### src/rtl/pipe_logic_array_if.sv
// rtl/pipe_logic_array_if.sv - input/output handshake bundle for pipe_logic_array
interface pipe_logic_array_if #(
  parameter int WIDTH = 4,
  parameter int CNT_W = 8
);
  logic             in_valid;
  logic             in_ready;
  logic [WIDTH-1:0] in1;
  logic [WIDTH-1:0] in2;
  logic [1:0]       mode;
  logic             out_valid;
  logic             out_ready;
  logic [WIDTH-1:0] out;
  logic [CNT_W-1:0] xfer_cnt;

  modport master (
    output in_valid, in1, in2, mode, out_ready,
    input  in_ready, out_valid, out, xfer_cnt
  );

  modport slave (
    input  in_valid, in1, in2, mode, out_ready,
    output in_ready, out_valid, out, xfer_cnt
  );
endinterface

### src/rtl/pipe_logic_array.sv
// rtl/pipe_logic_array.sv - lane-wise logic function pipeline with valid/ready flow control
module pipe_logic_array #(
  parameter int WIDTH = 4,
  parameter int DEPTH = 2,
  parameter int CNT_W = 8
) (
  input logic               clk,
  input logic               rst,
  pipe_logic_array_if.slave bus
);
  localparam logic [CNT_W-1:0] CNT_MAX = '1;

  logic [DEPTH-1:0] valid_q;
  logic [WIDTH-1:0] data_q [DEPTH];
  logic [WIDTH-1:0] opb_q;
  logic [1:0]       mode_q;
  logic [CNT_W-1:0] cnt_q;
  logic [WIDTH-1:0] func;
  logic             advance;
  logic             out_fire;

  // Stage 0 keeps operand A in its data field, operand B and mode alongside.
  always_comb begin
    func = '0;
    unique case (mode_q)
      2'd0:    func = ~(data_q[0] & ~opb_q);
      2'd1:    func = data_q[0] & opb_q;
      2'd2:    func = data_q[0] ^ opb_q;
      default: func = ~(data_q[0] | opb_q);
    endcase
  end

  assign advance  = ~(valid_q[DEPTH-1] & ~bus.out_ready);
  assign out_fire = valid_q[DEPTH-1] & bus.out_ready;

  always_ff @(posedge clk) begin
    if (rst) begin
      valid_q <= '0;
      for (int k = 0; k < DEPTH; k++) begin
        data_q[k] <= '0;
      end
      opb_q  <= '0;
      mode_q <= '0;
      cnt_q  <= '0;
    end else begin
      if (advance) begin
        valid_q <= {valid_q[DEPTH-2:0], bus.in_valid};
        if (bus.in_valid) begin
          data_q[0] <= bus.in1;
          opb_q     <= bus.in2;
          mode_q    <= bus.mode;
        end
        data_q[1] <= func;
        for (int k = 2; k < DEPTH; k++) begin
          data_q[k] <= data_q[k-1];
        end
      end
      if (out_fire && (cnt_q != CNT_MAX)) begin
        cnt_q <= cnt_q + CNT_W'(1);
      end
    end
  end

  assign bus.in_ready  = advance & ~rst;
  assign bus.out_valid = valid_q[DEPTH-1];
  assign bus.out       = valid_q[DEPTH-1] ? data_q[DEPTH-1] : '0;
  assign bus.xfer_cnt  = cnt_q;
endmodule
### src/flat_wrapper.sv
// flat-port wrapper written by rule: the top's interface ports become plain ports
module pipe_logic_array_flat 
#(
  parameter int WIDTH = 4,
  parameter int DEPTH = 2,
  parameter int CNT_W = 8
)
  (clk, rst, bus_in_valid, bus_in1, bus_in2, bus_mode, bus_out_ready, bus_in_ready, bus_out_valid, bus_out, bus_xfer_cnt);
  pipe_logic_array_if #(.WIDTH(WIDTH), .CNT_W(CNT_W)) bus_i ();
  input logic clk;
  input logic rst;
  input wire logic [$bits(bus_i.in_valid)-1:0] bus_in_valid;
  input wire logic [$bits(bus_i.in1)-1:0] bus_in1;
  input wire logic [$bits(bus_i.in2)-1:0] bus_in2;
  input wire logic [$bits(bus_i.mode)-1:0] bus_mode;
  input wire logic [$bits(bus_i.out_ready)-1:0] bus_out_ready;
  output wire logic [$bits(bus_i.in_ready)-1:0] bus_in_ready;
  output wire logic [$bits(bus_i.out_valid)-1:0] bus_out_valid;
  output wire logic [$bits(bus_i.out)-1:0] bus_out;
  output wire logic [$bits(bus_i.xfer_cnt)-1:0] bus_xfer_cnt;
  assign bus_i.in_valid = bus_in_valid;
  assign bus_i.in1 = bus_in1;
  assign bus_i.in2 = bus_in2;
  assign bus_i.mode = bus_mode;
  assign bus_i.out_ready = bus_out_ready;
  assign bus_in_ready = bus_i.in_ready;
  assign bus_out_valid = bus_i.out_valid;
  assign bus_out = bus_i.out;
  assign bus_xfer_cnt = bus_i.xfer_cnt;
  pipe_logic_array #(.WIDTH(WIDTH), .DEPTH(DEPTH), .CNT_W(CNT_W)) u_core (.clk(clk), .rst(rst), .bus(bus_i));
endmodule
### config.mk
export PLATFORM = sky130hd
export DESIGN_NAME = pipe_logic_array_flat
export DESIGN_NICKNAME = d
export VERILOG_FILES = /design/src/rtl/pipe_logic_array_if.sv /design/src/rtl/pipe_logic_array.sv /design/src/flat_wrapper.sv
export SDC_FILE = /design/constraint.sdc
export NUM_CORES = 1
export LEC_CHECK = 0
export CAP_MARGIN = 15
export CORE_MARGIN = 2
export CORE_UTILIZATION = 60
export CTS_CLUSTER_SIZE = 14
export DETAILED_ROUTE_END_ITERATION = 10
export DONT_BUFFER_PORTS = 1
export GPL_ROUTABILITY_DRIVEN = 0
export PLACE_DENSITY = 0.82
export REMOVE_ABC_BUFFERS = 1
export SYNTH_ARGS = -nofsm -noshare
export SYNTH_HDL_FRONTEND = slang
export SYNTH_SLANG_ARGS = --single-unit
export TNS_END_PERCENT = 1
### constraint.sdc
create_clock -name clk -period 1.9 [get_ports clk]
set_clock_uncertainty 0.2 [all_clocks]
set_input_delay 0.19 -clock clk [delete_from_list [all_inputs] [get_ports clk]]
set_output_delay 0.19 -clock clk [all_outputs]
set_load 0.05 [all_outputs]
==> flow_summary.yaml <==
clocking:
  cts_max_path_buffers: 2
  cts_tree: "done"
  cts_buffers: 3
  htree_levels: 1
  cts_sinks: 24
  root_buffer: "clkbuf_4"
  clkSlewWorstSetupHoldPaths_ns: 0.13
  clock_latency_ns: 0.31
critical_path:
  crit_chain: "inv_1 -> ha_1 -> mux4_2 -> and2_1"
  cp.arrival_ns: 1.71
  path_class: "register to register"
  cpPeakStageDelay_ns: 0.44
  critPathLaunchType: "register"
  slowest_stage: "mux4_2"
  critPathMaxFanout: 3
  cp_data_required_time_ns: 1.78
  crit_path_end_kind: "register"
placement:
  pre_cts_ws_ns: 0.131
  place_area_um2: 1420
  hpwl_um: 1770
  io_buffers: 0
power:
  vdd_drop_max_mv: 0.517
  p_comb_share_pct: 17.2
  sw_frac_of_total_pct: 26.2
  power_frac_clock_pct: 22.8
  p_sw_uw: 255
  pwr_density_cell_nw_per_um2: 598
  seq_power_share_pct: 60.0
  p_int_uw: 720
  p_leak_nw: 0.682
timing:
  hold_viol: 0
  setup_ws_ns: 0.0719
  worst_pin_slew_ns: 0.429
  tns_ns: 0
  clock.fmax_mhz: 547
  min_period_ns: 1.83
  finalCritPeriodShare_pct: 96.2
  setup_violations: 0
  slew_viol_final: 0
  maxSlewHeadroom_pct: 70.7
  rsz0062_at_grt: "no"
synth:
  synth_edf_count: 8
  syn_area_per_cell_um2: 9.69
  yosysMostFrequentCell: "dfxtp_1"
  ys_types: 33
  synth.largest_area_cell: "dfxtp_1"
  syn_inst: 136
  synth_common_cells: "dfxtp_1 (16), ha_1 (13), inv_1 (13), and2_1 (11), nand2_1 (11)"
  synth_ff_type: "dfxtp_1"
  netlist_area_um2: 1320
  ys_warn_count: 0
  yosysSeqAreaShare_pct: 42.5
  synth_top_cell_area_share_pct: 24.3
  async_flop_share_pct: 0
  synth_top_cells_by_area: "dfxtp_1 (24%), edfxtp_1 (18%), ha_1 (12%)"
  yosys_register_bits: 24
die:
  dieWidth_um: 50.9
  rows: 16
  core_area_um2: 2020
  ios: 28
  start_util_pct: 65.2
  die_y_um: 50.9
  dieArea_um2: 2590
final_layout:
  multi_input_area_um2: 679
  areaGrowthSynthToFinish_pct: 23.9
  regArea_um2: 562
  postLayoutCellArea_um2: 1630
  layout.nets: 194
  layout-drive-gt1-share_pct: 15.7
  insertedDiodeCount: 0
  n_fill_cell: 127
hold_path:
  hold_class: "input port to register"
detailed_routing:
  wirelength_um: 2790
  drt_pre_antenna_iters: 4
  postRouteAntennaNets: 0
  wl_per_cell_um: 14.5
  vias: 1077
  vias_per_cell: 5.58
  drtIter0Drc: 23
  drc: 0
flow_run:
  max_cap_violations: 0
status:
  outcome: "finished, final reports clean"
global_route:
  grt_max_degree: 14
  antenna_found_initial: 0
  grt_pass1_wl_um: 4380
  grt-ovfl-total: 0
  track_usage_pct: 22.5
  grt_pass1_vias: 1022
==> area by class of cell <==
class / count / area share [%]
inverters: 13 / 2.99
repair buffers: 32 / 17.3
clock buffers: 3 / 1.38
multi-input cells: 93 / 41.6
well taps: 27 / 2.07
flip-flops and latches: 24 / 34.4
clock inverters: 1 / 0.230
==> registers in the layout, summed over array words and instances (netlist names) <==
signal               flops
u_core.data_q            8
u_core.opb_q             4
u_core.mode_q            2
u_core.valid_q           2
u_core.bus.xfer_cnt      8
==> metal layers <==
metal / global-route usage [%] / wire [µm]
met4: 4.05 / 25
met5: 0 / 0
met3: 4.39 / 108
met2: 42.3 / 1420
met1: 26.6 / 1240
==> stage by stage <==
stage          std cells  power, mW  hold WS (ns)  utilization [%]
6_report             193      0.976        0.0193             80.8
2_1_floorplan        130      0.686        0.0591                -
3_5_place_dp         172      0.721        0.0636             70.4
3_3_place_gp         172      0.711        0.0608             70.4
5_1_grt              193       1.03        0.0324             80.8
4_1_cts              191      0.966      0.000526             79.2
==> worst paths after layout <==
check                   endpoint  cells past startpoint         startpoint  slack [ns]
max          u_core.data_q[0][4]                      4    u_core.opb_q[0]        0.07
max reg2reg  u_core.data_q[0][4]                      4    u_core.opb_q[0]        0.07
min            u_core.valid_q[0]                      2                rst        0.02
min reg2reg    u_core.valid_q[0]                      2  u_core.valid_q[0]        0.31
==> power groups by stage <==
stage	clock, mW	sequential (mW)	combinational (mW)
after detailed placement	0	0.596	0.125
after global routing	0.252	0.591	0.182
final	0.222	0.586	0.168
after global placement	0	0.594	0.118
after floorplan	0	0.600	0.0865
after CTS	0.227	0.584	0.155
==> critical path, delay by kind of cell (launching register included) <==
family | cells | cell delay (ns)
buffers and inverters | 1 | 0.10
adders and majority gates | 1 | 0.30
and+or+nand+nor | 1 | 0.17
muxes | 1 | 0.44
DFF | 1 | 0.39
==> cells by family after synthesis <==
logic type / Yosys count / synth area share (%)
and+or+nand+nor: 53 / 21.0
DFF: 24 / 42.5
buffers and inverters: 19 / 6.84
xor gates and xnor gates: 2 / 1.33
muxes: 6 / 7.41
AOI/OAI and AO/OA: 19 / 8.55
adders and majority gates: 13 / 12.3
==> layout by cell type (no fill, tap or decap), types with 2 or more instances in the layout <==
master | Yosys | final
nand4_1 | 3 | 3
nand3_1 | 8 | 8
a211oi_1 | 3 | 3
ha_1 | 13 | 13
buf_4 | 2 | 15
nor2_1 | 9 | 8
nor3_1 | 2 | 2
edfxtp_1 | 8 | 8
nand2b_1 | 3 | 3
dlygate4sd3_1 | 0 | 17
dfxtp_1 | 16 | 15
a21oi_1 | 10 | 10
clkbuf_4 | 0 | 3
mux2i_1 | 3 | 3
nand2_1 | 11 | 10
and2_1 | 11 | 11
inv_1 | 13 | 13
mux4_2 | 3 | 3
==> repair_timing <==
action,in CTS,in global routing
setup endpoints to repair,1,9
cloned,0,0
gates resized for setup,1,4
pin swaps,0,0
endpoints found under the hold margin,21,3
hold buffers,15,2
setup buffers,0,0
(Power assumes the default switching activity.)
